### src/rtl/microwave_timer_ctrl.sv
// rtl/microwave_timer_ctrl.sv - microwave cook-timer sequencer: BCD MM:SS entry, 1 Hz countdown, door interlock
module microwave_timer_ctrl #(
   parameter int         DONE_TICKS = 3,
   parameter logic [7:0] QUICK_SECS = 8'h30
) (
   input  logic       clk,
   input  logic       clear,
   input  logic       tick,
   input  logic       key_valid,
   input  logic [3:0] key_digit,
   input  logic       start,
   input  logic       stop_clr,
   input  logic       door_closed,
   output logic [3:0] min_tens,
   output logic [3:0] min_ones,
   output logic [3:0] sec_tens,
   output logic [3:0] sec_ones,
   output logic       mag_on,
   output logic       done,
   output logic [2:0] state
);

   typedef enum logic [2:0] {
      S_IDLE  = 3'd0,
      S_SET   = 3'd1,
      S_COOK  = 3'd2,
      S_PAUSE = 3'd3,
      S_DONE  = 3'd4
   } state_t;

   localparam int CW = (DONE_TICKS < 2) ? 1 : $clog2(DONE_TICKS + 1);

   state_t          state_q, state_d;
   logic [15:0]     time_q, time_d;      // {min_tens, min_ones, sec_tens, sec_ones}
   logic [CW-1:0]   dcnt_q, dcnt_d;      // tick pulses seen while in DONE

   logic [15:0]     time_dec;
   logic [15:0]     time_shift;
   logic            key_ok;
   logic            time_zero;

   assign key_ok     = key_valid && (key_digit <= 4'd9);
   assign time_zero  = (time_q == 16'h0000);
   assign time_shift = {time_q[11:0], key_digit};

   // BCD decrement of MM:SS; sec_tens borrows back to 5, other digits to 9
   always_comb begin
      time_dec = time_q;
      if (time_q[3:0] != 4'd0) begin
         time_dec[3:0] = time_q[3:0] - 4'd1;
      end else begin
         time_dec[3:0] = 4'd9;
         if (time_q[7:4] != 4'd0) begin
            time_dec[7:4] = time_q[7:4] - 4'd1;
         end else begin
            time_dec[7:4] = 4'd5;
            if (time_q[11:8] != 4'd0) begin
               time_dec[11:8] = time_q[11:8] - 4'd1;
            end else begin
               time_dec[11:8]  = 4'd9;
               time_dec[15:12] = time_q[15:12] - 4'd1;
            end
         end
      end
   end

   // next state, digits and done counter; priority stop_clr > door > start > tick > key
   always_comb begin
      state_d = state_q;
      time_d  = time_q;
      dcnt_d  = '0;
      case (state_q)
         S_IDLE: begin
            if (stop_clr) begin
               state_d = S_IDLE;
            end else if (start && door_closed) begin
               state_d = S_COOK;
               if (time_zero) begin
                  time_d = {8'h00, QUICK_SECS};
               end
            end else if (key_ok) begin
               time_d  = time_shift;
               state_d = S_SET;
            end
         end
         S_SET: begin
            if (stop_clr) begin
               time_d  = 16'h0000;
               state_d = S_IDLE;
            end else if (start && door_closed && !time_zero) begin
               state_d = S_COOK;
            end else if (key_ok) begin
               time_d = time_shift;
            end
         end
         S_COOK: begin
            if (stop_clr || !door_closed) begin
               state_d = S_PAUSE;
            end else if (tick) begin
               time_d = time_dec;
               if (time_dec == 16'h0000) begin
                  state_d = S_DONE;
               end
            end
         end
         S_PAUSE: begin
            if (stop_clr) begin
               time_d  = 16'h0000;
               state_d = S_IDLE;
            end else if (start && door_closed) begin
               state_d = S_COOK;
            end
         end
         S_DONE: begin
            dcnt_d = dcnt_q;
            if (stop_clr) begin
               dcnt_d  = '0;
               state_d = S_IDLE;
            end else if (tick) begin
               if (dcnt_q == CW'(DONE_TICKS - 1)) begin
                  dcnt_d  = '0;
                  state_d = S_IDLE;
               end else begin
                  dcnt_d = dcnt_q + CW'(1);
               end
            end
         end
         default: begin
            state_d = S_IDLE;
         end
      endcase
   end

   // state, digit and done-count registers
   always_ff @(posedge clk or negedge clear) begin
      if (!clear) begin
         state_q <= S_IDLE;
         time_q  <= 16'h0000;
         dcnt_q  <= '0;
      end else begin
         state_q <= state_d;
         time_q  <= time_d;
         dcnt_q  <= dcnt_d;
      end
   end

   assign min_tens = time_q[15:12];
   assign min_ones = time_q[11:8];
   assign sec_tens = time_q[7:4];
   assign sec_ones = time_q[3:0];
   // door opening kills the magnetron combinationally, ahead of the state register
   assign mag_on   = (state_q == S_COOK) && door_closed;
   assign done     = (state_q == S_DONE);
   assign state    = state_q;

endmodule

### config.mk
export PLATFORM = sky130hd
export DESIGN_NAME = microwave_timer_ctrl
export DESIGN_NICKNAME = d
export VERILOG_FILES = /design/src/rtl/microwave_timer_ctrl.sv
export SDC_FILE = /design/constraint.sdc
export NUM_CORES = 1
export LEC_CHECK = 0
export BUFFER_PORTS_ARGS = -buffer_cell sky130_fd_sc_hd__buf_2
export CAP_MARGIN = 30
export CORE_ASPECT_RATIO = 0.75
export CORE_MARGIN = 4
export CORE_UTILIZATION = 35
export DETAILED_ROUTE_END_ITERATION = 10
export GPL_TIMING_DRIVEN = 1
export SLEW_MARGIN = 25
export SYNTH_ARGS = -nofsm -noshare
export SYNTH_HDL_FRONTEND = slang
export SYNTH_SLANG_ARGS = --single-unit
### constraint.sdc
create_clock -name clk -period 2.9 [get_ports clk]
set_input_delay 0.145 -clock clk [delete_from_list [all_inputs] [get_ports clk]]
set_output_delay 0.145 -clock clk [all_outputs]
set_load 0.005 [all_outputs]
==> metrics <==
Finished Layout Cells=about 290; minimum clock period=between 2000 and 2500 ps; Routed wire per std cell=around 15 µm; Period Utilization, post-route=0.854; routed wire length=4440 µm; synth unique cells=59; flops & latches, synth=21; clk_lat worst skew=roughly 270 ps; TritonRoute pass-1 iters=6; synthesized cell area=approximately 0.0017 mm²; Fmax achieved=between 0.4 and 0.5 GHz; Post-Syn Area per Cell=around 8.4 µm²; fraction of registers with async set or reset after synthesis=1.00; area growth from synthesis to layout=13.8%; Crit Path Category=register to register; largest net degree at the start of global routing=22; xor and xnor area share after synthesis=0.0207; IO Count=32; combinational family with the most area after synthesis=compound AO/OA/AOI/OAI gates; fin nets=roughly 250; die extent in y=between 60 and 70 µm; Worst IR Drop VDD=approximately 0.34 mV; PostCTS Resize Cnt=0; post-synthesis compound-gate area fraction=0.266; Port Buffers=31; Syn Nets=~220; share of the synthesized area in the top cell type=0.310; Finished Core Util=0.422; Worst Path Required=approximately 3100 ps; Vias/cell=5.61; Placer Congestion=0.866; Max Cap Viol=0; worst hold path depth=3; hpwl dp=3340 µm; Pwr Density=between 1000 and 1500 mW/mm²; slew at the pin closest to its max-slew limit=roughly 490 ps; first-pass GRT wire length=7420 µm; Cell Count Post-Placement=282; final worst setup slack=between 400 and 500 ps; reg2reg start=time_q[1]; Comb power frac=0.599; RSZ-0062 raised after global routing=no; crit path DAT=2640 ps; multiplexer area fraction after synthesis=0.0517; reg2reg setup slack=420 ps; most frequent cells after synthesis=23 x nand2_1, 23 x o21ai_0, 21 x dfrtp_1; CP max FO=7; Mapped Cells=202; Clock Power Share=0.100; Root Driver=clkbuf_8; Most used DFF post-synth=dfrtp_1; vias in the first global route=1485; grt ovf=0; Worst Hold Path EP=time_q[1]; CP Launch Type=register; Die Width=88.3 µm; P_int=0.00101 W; # setup viols final=0; Post-Place Setup Slack=325 ps; adder-cell share of the synthesized area=0.0295; CP endpoint kind=register; Std-Cell Core Area=0.00457 mm²; Max Clock Skew=5.44 ps; status=completed; Setup Fix Bufs, Post-CTS=0; worst rel slew slack=0.671; ant diodes=0; sequential share of power=0.300; Hold Path Class=primary input to register; Yosys top cell by area=dfrtp_1; P_sw=roughly 0.0010 W; Hold Buf Count CTS=1; global-route total usage across every layer=0.161; Clock Path Buffers=2; reg-to-reg endpoint=time_q[4]; setup TNS=0 ps; DRC viols=0; Switching Fraction=0.502; share of cells above drive strength 1=0.238; max-slew violations=0; antenna violations before repair=0; worst-case reg-to-reg path depth=8; die area=between 0.006 and 0.007 mm²; initial core utilization=0.371; Simple-Gate Fraction of Synth Area=0.256; Clock Pin Slew Worst Setup and Hold Paths=roughly 80 ps; TritonCTS buffer count=3; fill cell count=between 400 and 500; total leakage power=0.844 nW; CTS tree=built; post-detailed-route count of antenna-violating nets=0; Via Count=between 1500 and 2000; initial DRC count=109; clk sink count=21; sequential share of the synthesized area=0.310; H-Tree Depth=1; Hold Vio Cnt, Final=0; Hold Path Origin=key_digit[1]; Yosys warning total=0; # rows=21; Post-synth EDFFs=0; Synth area leaders=dfrtp_1 31%, o21ai_0 6.8%, nand2_1 5.1%
[stage by stage]
step	area (µm²)	hold slack (ps)	power [W]
floorplan	1690	-151	0.00150
global placement	1860	143	0.00181
detailed placement	1870	144	0.00181
CTS	1920	173	0.00202
global route	1930	193	0.00222
finish	1930	175	0.00202
[sequential cells by signal, summed over array words and instances, names as in the netlist]
register	flops
state	3
time_q	16
dcnt_q	2
[power groups by stage]
stage / Combinational, W / Clock [W] / Sequential [W]
after detailed placement: 0.00120 / 0 / 0.000610
after global placement: 0.00119 / 0 / 0.000616
after CTS: 0.00120 / 0.000208 / 0.000607
final: 0.00121 / 0.000203 / 0.000607
after global routing: 0.00136 / 0.000222 / 0.000638
after floorplan: 0.000971 / 0 / 0.000527
[logic make-up (layout without fill, tap and decap cells)]
logic type	after synthesis	after routing
flops	21	21
simple gates	75	75
mux	8	8
xor+xnor	4	4
buf+inv	19	48
fa+ha+maj	4	4
compound gates	71	71
[final cells by class]
type,count,area [µm²],area share
Sequential cell,21,526,0.273
Multi-Input combinational cell,162,1060,0.548
Timing Repair Buffer,37,203,0.105
Clock buffer,4,45.0,0.0234
Inverter,7,26.3,0.0136
Tap cell,57,71.3,0.0370
[layout by cell type (no fill, tap or decap), types with 2 or more instances in the layout]
master	n
dfrtp_1	21
nor3_1	3
mux2_2	2
nand3_1	2
o21bai_1	3
nor2b_1	2
nand2b_1	2
o21ai_0	23
and2_1	3
buf_2	31
mux2i_1	5
a21oi_1	17
ha_1	4
buf_4	5
nor4b_1	2
nand2_1	23
nor3_2	2
o22ai_1	2
xor2_1	3
inv_1	7
a31oi_1	2
nor2_1	19
a22oi_1	7
clkbuf_8	3
nor4_1	2
a21o_1	3
[critical path, stage by stage, from the launching register on]
cell and delay [ps]:
dfrtp_1 460, inv_1 110, ha_1 260, or3b_1 520, xor2_1 240, nor2_1 60
o311ai_0 310, o21ai_0 150, a22o_1 260
[layer usage]
layer / GRT usage / up-vias / wire length, µm
met1: 0.243 / 758 / 2360
met3: 0.0337 / 6 / 249
li1: - / 799 / -
met5: 0 / - / 0
met2: 0.229 / 52 / 1790
met4: 0.0396 / 0 / 42
[worst max path at each step]
stage          startpoint         end  cells past startpoint
2_1_floorplan   time_q[1]    state[1]                      9
3_3_place_gp    time_q[1]   time_q[7]                      8
6_report        time_q[1]   time_q[4]                      8
4_1_cts         time_q[1]   time_q[7]                      8
3_5_place_dp    time_q[1]   time_q[7]                      8
5_1_grt         time_q[1]  time_q[11]                      9
No activity file was read; power rests on OpenSTA's default activity.
